### config.mk
export PLATFORM = sky130hd
export DESIGN_NAME = aes_axi4_master_seq
export DESIGN_NICKNAME = d
export VERILOG_FILES = /design/src/rtl/aes_axi4_master_seq.sv
export SDC_FILE = /design/constraint.sdc
export NUM_CORES = 1
export LEC_CHECK = 0
export CORE_MARGIN = 4
export CORE_UTILIZATION = 31
export CTS_BUF_LIST = sky130_fd_sc_hd__clkbuf_4
export DETAILED_ROUTE_END_ITERATION = 10
export GPL_ROUTABILITY_DRIVEN = 0
export GPL_TIMING_DRIVEN = 0
export PLACE_DENSITY = 0.83
export SLEW_MARGIN = 10
export SYNTH_ARGS = -nofsm -noshare
export SYNTH_HDL_FRONTEND = slang
export SYNTH_SLANG_ARGS = --single-unit
export TNS_END_PERCENT = 30
### constraint.sdc
create_clock -name m00_axi_aclk -period 1.9 [get_ports m00_axi_aclk]
set_input_delay 0.285 -clock m00_axi_aclk [delete_from_list [all_inputs] [get_ports m00_axi_aclk]]
set_output_delay 0.285 -clock m00_axi_aclk [all_outputs]
set_load 0.05 [all_outputs]
### src/rtl/aes_axi4_master_seq.sv
// AXI4 burst master for the AES256 slave port: turns a command plus a write-data
// stream into AW/W/B or AR/R bursts and returns read beats and completion status.
module aes_axi4_master_seq #(
    parameter int unsigned         ADDR_W    = 6,
    parameter int unsigned         DATA_W    = 32,
    parameter int unsigned         ID_W      = 2,
    parameter logic [ID_W-1:0]     TXN_ID    = 2'b11,
    parameter logic [DATA_W/8-1:0] WSTRB_VAL = 4'hF
) (
    input  logic                m00_axi_aclk,
    input  logic                m00_axi_aresetn,
    input  logic                cmd_valid,
    output logic                cmd_ready,
    input  logic                cmd_write,
    input  logic [ADDR_W-1:0]   cmd_addr,
    input  logic [7:0]          cmd_len,
    input  logic [DATA_W-1:0]   wr_data,
    input  logic                wr_valid,
    output logic                wr_ready,
    output logic [DATA_W-1:0]   rd_data,
    output logic                rd_valid,
    output logic                rd_last,
    input  logic                rd_ready,
    output logic                done,
    output logic [1:0]          status,
    output logic [ADDR_W-1:0]   m00_axi_awaddr,
    output logic [7:0]          m00_axi_awlen,
    output logic [2:0]          m00_axi_awsize,
    output logic [1:0]          m00_axi_awburst,
    output logic [ID_W-1:0]     m00_axi_awid,
    output logic                m00_axi_awvalid,
    input  logic                m00_axi_awready,
    output logic [DATA_W-1:0]   m00_axi_wdata,
    output logic [DATA_W/8-1:0] m00_axi_wstrb,
    output logic                m00_axi_wlast,
    output logic                m00_axi_wvalid,
    input  logic                m00_axi_wready,
    input  logic [1:0]          m00_axi_bresp,
    input  logic [ID_W-1:0]     m00_axi_bid,
    input  logic                m00_axi_bvalid,
    output logic                m00_axi_bready,
    output logic [ADDR_W-1:0]   m00_axi_araddr,
    output logic [7:0]          m00_axi_arlen,
    output logic [2:0]          m00_axi_arsize,
    output logic [1:0]          m00_axi_arburst,
    output logic [ID_W-1:0]     m00_axi_arid,
    output logic                m00_axi_arvalid,
    input  logic                m00_axi_arready,
    input  logic [DATA_W-1:0]   m00_axi_rdata,
    input  logic [1:0]          m00_axi_rresp,
    input  logic [ID_W-1:0]     m00_axi_rid,
    input  logic                m00_axi_rlast,
    input  logic                m00_axi_rvalid,
    output logic                m00_axi_rready
);
    localparam int unsigned STRB_W   = DATA_W / 8;
    localparam logic [2:0]  AXI_SIZE = 3'($clog2(STRB_W));
    localparam logic [1:0]  AXI_INCR = 2'b01;
    localparam logic [1:0]  RESP_SLVERR = 2'b10;

    typedef enum logic [2:0] {
        S_IDLE, S_AW, S_W, S_B, S_AR, S_R, S_DONE
    } state_e;

    state_e            state_q;
    logic [ADDR_W-1:0] addr_q;
    logic [7:0]        len_q;
    logic [ID_W-1:0]   id_q;
    logic [7:0]        beat_q;
    logic [1:0]        status_q;

    logic              in_w;
    logic              in_r;
    logic              last_beat;
    logic              w_fire;
    logic              r_fire;
    logic [7:0]        beat_d;
    logic [1:0]        status_max_d;

    assign in_w         = (state_q == S_W);
    assign in_r         = (state_q == S_R);
    assign last_beat    = (beat_q == len_q);
    assign w_fire       = in_w & wr_valid & m00_axi_wready;
    assign r_fire       = in_r & m00_axi_rvalid & rd_ready;
    assign beat_d       = beat_q + 8'd1;
    assign status_max_d = (m00_axi_rresp > status_q) ? m00_axi_rresp : status_q;

    // Control FSM; beat counter only matters inside a burst so it never needs to wrap.
    always_ff @(posedge m00_axi_aclk) begin
        if (!m00_axi_aresetn) begin
            state_q  <= S_IDLE;
            addr_q   <= '0;
            len_q    <= '0;
            id_q     <= '0;
            beat_q   <= '0;
            status_q <= '0;
        end else begin
            case (state_q)
                S_IDLE: if (cmd_valid) begin
                    addr_q   <= cmd_addr;
                    len_q    <= cmd_len;
                    id_q     <= TXN_ID;
                    beat_q   <= '0;
                    status_q <= '0;
                    state_q  <= cmd_write ? S_AW : S_AR;
                end
                S_AW: if (m00_axi_awready) state_q <= S_W;
                S_AR: if (m00_axi_arready) state_q <= S_R;
                S_W: if (w_fire) begin
                    beat_q <= beat_d;
                    if (last_beat) state_q <= S_B;
                end
                S_B: if (m00_axi_bvalid) begin
                    status_q <= (m00_axi_bid != TXN_ID) ? RESP_SLVERR : m00_axi_bresp;
                    state_q  <= S_DONE;
                end
                S_R: if (r_fire) begin
                    beat_q <= beat_d;
                    if (last_beat) begin
                        status_q <= (!m00_axi_rlast || m00_axi_rid != TXN_ID) ? RESP_SLVERR
                                                                             : status_max_d;
                        state_q  <= S_DONE;
                    end else if (m00_axi_rlast) begin
                        status_q <= RESP_SLVERR;
                        state_q  <= S_DONE;
                    end else begin
                        status_q <= status_max_d;
                    end
                end
                S_DONE:  state_q <= S_IDLE;
                default: state_q <= S_IDLE;
            endcase
        end
    end

    // Channel valids/readies decode straight from the state register.
    assign cmd_ready       = (state_q == S_IDLE);
    assign done            = (state_q == S_DONE);
    assign status          = status_q;

    assign m00_axi_awaddr  = addr_q;
    assign m00_axi_awlen   = len_q;
    assign m00_axi_awsize  = AXI_SIZE;
    assign m00_axi_awburst = AXI_INCR;
    assign m00_axi_awid    = id_q;
    assign m00_axi_awvalid = (state_q == S_AW);

    assign m00_axi_wdata   = wr_data;
    assign m00_axi_wstrb   = WSTRB_VAL;
    assign m00_axi_wlast   = in_w & last_beat;
    assign m00_axi_wvalid  = in_w & wr_valid;
    assign wr_ready        = in_w & m00_axi_wready;
    assign m00_axi_bready  = (state_q == S_B);

    assign m00_axi_araddr  = addr_q;
    assign m00_axi_arlen   = len_q;
    assign m00_axi_arsize  = AXI_SIZE;
    assign m00_axi_arburst = AXI_INCR;
    assign m00_axi_arid    = id_q;
    assign m00_axi_arvalid = (state_q == S_AR);

    assign m00_axi_rready  = in_r & rd_ready;
    assign rd_valid        = in_r & m00_axi_rvalid;
    assign rd_data         = m00_axi_rdata;
    assign rd_last         = in_r & last_beat;
endmodule

======== After elaboration in Yosys (flattened, before gate mapping) ========
Index checks and enable logic that the tools add are counted.
word-level totals
  bits in registers ....................... 28
  input port bits ......................... 98
  logic and storage cells ................. 66
operators by class
  add/sub/neg operators ................... 1
  $lt $le $gt $ge ......................... 1
  eq/ne operators ......................... 17
  mux-type cells .......................... 24
  bitwise operators ....................... 8
  reductions and logical operators ........ 9
operators with widths
  kind                                                             number
  3-bit 2-to-1 mux                                                 10
  8-bit 2-to-1 mux                                                 3
  8-bit one-hot mux with 3 select lines                            1
  3-bit one-hot mux with 6 select lines                            1
  2-bit 2-to-1 mux                                                 8
  2-bit by 1-bit != test with 1-bit output, second input constant  5
  3-bit == test, second input constant                             3
  8-bit by 1-bit adder with 8-bit output, second input constant    1
  1-bit AND                                                        8
  8-bit == test                                                    1
  2-bit != test, second input constant                             4
  4-bit AND reduction                                              2
  8-bit AND reduction                                              1
  3-bit by 2-bit == test with 1-bit output, second input constant  2
  2-bit one-hot mux with 3 select lines                            1
  3-bit nonzero test                                               2
  3-bit by 1-bit == test with 1-bit output, second input constant  1
  3-bit zero test                                                  1
  3-bit by 2-bit != test with 1-bit output, second input constant  1
  2-bit > comparator                                               1
  2-bit AND reduction                                              1
  1-bit zero test                                                  1
  1-bit logical OR                                                 1

======== Depth between registers and ports, before layout ========
  word-level depth ........................ 6
  gate-level depth with buffers ........... 7

======== Least setup slack after synthesis ========
No wires, ideal clock.
  path kind ............................... register to output
  start ................................... register len_q[4] (netlist: m00_axi_arlen[4])
  end ..................................... output port m00_axi_wlast
  arrival time ............................ 2.125 ns
  path slack .............................. -0.510 ns
  cell stages (with the launch flop) ...... 4
  path buffers ............................ 0
  cells stage by stage .................... dfxtp_1 -> xnor2_1 -> nand4_1 -> nor3_1
between the ends
  cells in the longest elaborated chain, start to end .. 2
ends and longest elaborated chain
  element                 line  RTL
  from (decl)             67    logic [7:0] len_q;
  from (signal assigned)  101   len_q <= cmd_len;
  8-bit == test           82    assign last_beat = (beat_q == len_q);
  1-bit AND               150   assign m00_axi_wlast = in_w & last_beat;
  to (decl)               35    output logic m00_axi_wlast,
No other way between the ends.

======== Worst setup path after layout ========
  start ................................... register state_q[2]
  end ..................................... output port done
between the ends
  cells in the longest elaborated chain, start to end .. 1
ends and longest elaborated chain
  element                 line  RTL
  from (decl)             65    state_e state_q;
  from (signal assigned)  105   state_q <= cmd_write ? S_AW : S_AR;
  3-bit == test           138   assign done = (state_q == S_DONE);
  to (decl)               24    output logic done,
No other way between the ends.

==> impl_metrics.yaml <==
timing:
  slew_headroom_pct: 65.6
  skew_ns: 0.00827
  hold_viol_final: 0
  rsz0062_at_grt: "true"
  finalSetupViolations: 0
  maxSlewViolCount: 0
  finalCritPeriodShare_pct: 99.3
  tightest_slew_ns: 0.514
  holdWs_ns: 0.370
  fmax_mhz: 530
  min_period_ns: 1.89
  setup_tns_ns: 0
synth:
  synth_xor_area_share_pct: 4.15
  synth_top_family_by_area: "buffers and inverters"
  avgSynthCellArea_um2: 7.64
  ys_ff_latch: 28
  synth_compound_area_share_pct: 12.0
  syn_inst: 304
  syn_area_um2: 2320
  yosys.area_share.simple_pct: 22.2
  ys_types: 40
  synth_adder_area_share_pct: 2.15
  yosysSeqAreaShare_pct: 24.1
  muxShareOfSynthArea_pct: 0.862
  yosys_warnings: 0
power_and_ir_drop:
  clockPowerShare_pct: 9.8
  cellPowerDensity_nw_per_um2: 1010
  switching_share_pct: 52.0
  seqPwrFrac_pct: 20.0
  p_leak_uw: 0.00190
  p_int_uw: 1970
  combPwrFrac_pct: 70.2
  p_switching_uw: 2130
  ir_worst_vdd_uv: 487
route:
  wire_per_inst_um: 13.0
  drtIter0Drc: 90
  num_vias: 2459
  route.detailed.drc: 0
  routed_wirelength_mm: 7.40
  viasPerCell: 4.34
  antenna_left: 0
  firstDrtPassIters: 5
status:
  outcome: "complete, no violations"
floorplanning:
  die_h_um: 94.6
  num_rows: 31
  core_um2: 7250
  die-area_um2: 8940
  initial_core_util_pct: 32.0
  io_pins: 221
  die_x_um: 94.6
critical_path:
  crit_arrival_ns: 1.60
  startpoint_type: "register"
  r2r_start: "state_q[1]"
  r2r-end: "beat_q[4]"
  critPathMaxFanout: 10
  rr_worst_depth: 7
  endpoint_kind: "output port"
  crit_type: "reg -> out"
  worst-r2r-setup-slack_ns: 0.12
  crit_required_ns: 1.62
cells_and_area:
  fin_area_um2: 4060
  seq_area_um2: 593
  diodes: 0
  area_delta_synth_final_pct: 74.7
  n_fill_cell: 670
  multiInputGateArea_um2: 1090
  final_layout_size_suffix_gt1_share_pct: 36.8
  fin_nets: 571
global_routing:
  grt_max_degree: 17
  antenna_found_initial: 0
  grt_usage_pct: 15.0
  grt_pass1_vias: 2408
  overflow: 0
  grt_pass1_wl_mm: 11.0
clock_network:
  numClockSinks: 28
  clk_pin_slew_ns: 0.15
  cts_buffers: 3
  cts_tree: "yes"
  cts-root-buf: "clkbuf_4"
  cts_max_level: 1
  clockBufferDepth: 2
  cts_hold_buf: 0
  clock_latency_ns: 0.34
hold_path:
  worstHoldPathType: "in -> reg"
  hold_start: "m00_axi_aresetn"
  hold_depth: 3
  min_to: "status[0]"
placement:
  port_buffers: 141
  hpwl_mm: 6.07
  place_area_um2: 3910
job:
  cap_violations: 0
==> cell families (layout without fill, tap and decap cells) <==
| group | Yosys count | in the layout |
|---|---|---|
| DFF | 28 | 28 |
| other | 2 | 14 |
| muxes | 2 | 2 |
| adders and majority gates | 4 | 4 |
| AOI/OAI and AO/OA | 40 | 40 |
| xor gates and xnor gates | 11 | 11 |
| buffers and inverters | 113 | 265 |
| and+or+nand+nor | 104 | 104 |
==> state kept, by name, summed over array words and instances, names as in the netlist <==
name and flops:
status 2, state_q 3, m00_axi_arlen 8, beat_q 8
m00_axi_araddr 6, m00_axi_arid 1
==> synth_stat cells (all sizes together) <==
cell type	n	area share, %
a2111oi	1	0.38
a211oi	2	0.65
a21boi	18	5.8
a21oi	4	0.86
a31oi	1	0.54
and2	4	1.1
and3	6	1.6
and3b	2	0.81
buf	97	32
clkbuf	11	1.8
conb	2	0.32
dfxtp	28	24
ha	4	2.2
inv	5	0.81
mux2i	2	0.86
nand2	39	6.3
nand2b	2	0.86
nand3	11	2.4
nand3b	1	0.32
nand4	4	1.1
nand4bb	1	0.48
nor2	14	2.3
nor2b	2	0.54
nor3	9	1.9
nor4	3	0.81
o21a	2	0.65
o21ai	8	1.7
o22ai	1	0.27
o2bb2ai	1	0.38
o31ai	1	0.32
o32ai	1	0.38
or2	2	0.65
or3	4	1.1
xnor2	11	4.1
==> worst max-delay path, cell delays in order (launching register included) <==
cell and delay [ns]:
dfxtp_1 0.47, clkbuf_2 0.26, and3_1 0.18, clkdlybuf4s18_2 0.36
==> what timing repair did <==
action                                 4_1_cts  5_1_grt
gates cloned                                 0        0
setup endpoints to repair                   46       24
resized for setup                           77       48
endpoints found under the hold margin        0        0
pin swaps                                    3        4
buffers inserted                             4        5
==> layout by cell type (no fill, tap or decap), types with 5 or more instances in the layout <==
cell type | synthesis | final
conb_1 | 2 | 14
o21ai_0 | 7 | 7
dfxtp_4 | 0 | 5
nor2_1 | 14 | 13
inv_1 | 5 | 5
dfxtp_2 | 0 | 11
nor3_1 | 9 | 6
clkbuf_1 | 11 | 5
clkdlybuf4s50_1 | 0 | 102
nand2_1 | 39 | 39
and3_1 | 6 | 6
a21boi_0 | 7 | 7
dlymetal6s2s_1 | 0 | 5
a21boi_1 | 11 | 11
dfxtp_1 | 28 | 12
buf_2 | 0 | 7
xnor2_1 | 11 | 7
buf_4 | 95 | 121
nand3_1 | 11 | 11
dlygate4sd2_1 | 0 | 6
==> how the worst max path moves through the flow <==
| stage | from | end | slack [ns] | cells after the start |
|---|---|---|---|---|
| 2_1_floorplan | m00_axi_arlen[4] | m00_axi_wlast | -0.13 | 3 |
| 3_3_place_gp | state_q[1] | rd_last | -0.42 | 6 |
| 3_5_place_dp | beat_q[3] | m00_axi_wlast | -0.45 | 5 |
| 4_1_cts | beat_q[0] | m00_axi_wlast | -0.08 | 4 |
| 5_1_grt | state_q[2] | done | -0.06 | 3 |
| 6_report | state_q[2] | done | 0.01 | 3 |
==> stage by stage <==
| step | setup slack [ns] | util [%] | power, uW | instances |
|---|---|---|---|---|
| CTS | -0.0824 | 54.8 | 4040 | 562 |
| global placement | -0.423 | 54.0 | 3540 | 556 |
| global route | -0.0596 | 56.0 | 4330 | 567 |
| finish | 0.0139 | 56.0 | 4100 | 567 |
| detailed placement | -0.449 | 54.0 | 3600 | 556 |
| floorplan | -0.133 | - | 2780 | 316 |
==> routing by layer <==
metal / routed length (um) / GRT usage, % / vias to the layer above / part of all wire [%]
met5: 0 / 0 / - / 0
met4: 109 / 4.21 / 0 / 1.5
met3: 767 / 3.98 / 9 / 10
met2: 3760 / 27.4 / 127 / 51
met1: 2760 / 17.1 / 1095 / 37
li1: - / - / 1228 / -
==> power by group through the flow <==
stage          Clock (uW)  Combinational [uW]  Sequential (uW)
2_1_floorplan           0                1730             1040
3_3_place_gp            0                2740              805
3_5_place_dp            0                2780              812
4_1_cts               413                2820              805
5_1_grt               437                3060              838
6_report              403                2880              819
==> final cells by class <==
type	instances	area share (%)
inverter	5	0.462
sequential	28	14.6
multi-input combinational	175	26.9
tap	99	3.05
timing repair buffer	150	34.6
buffer	106	19.1
clock inverter	1	0.740
clock buffer	3	0.555
Power figures use the tool's default switching activity.
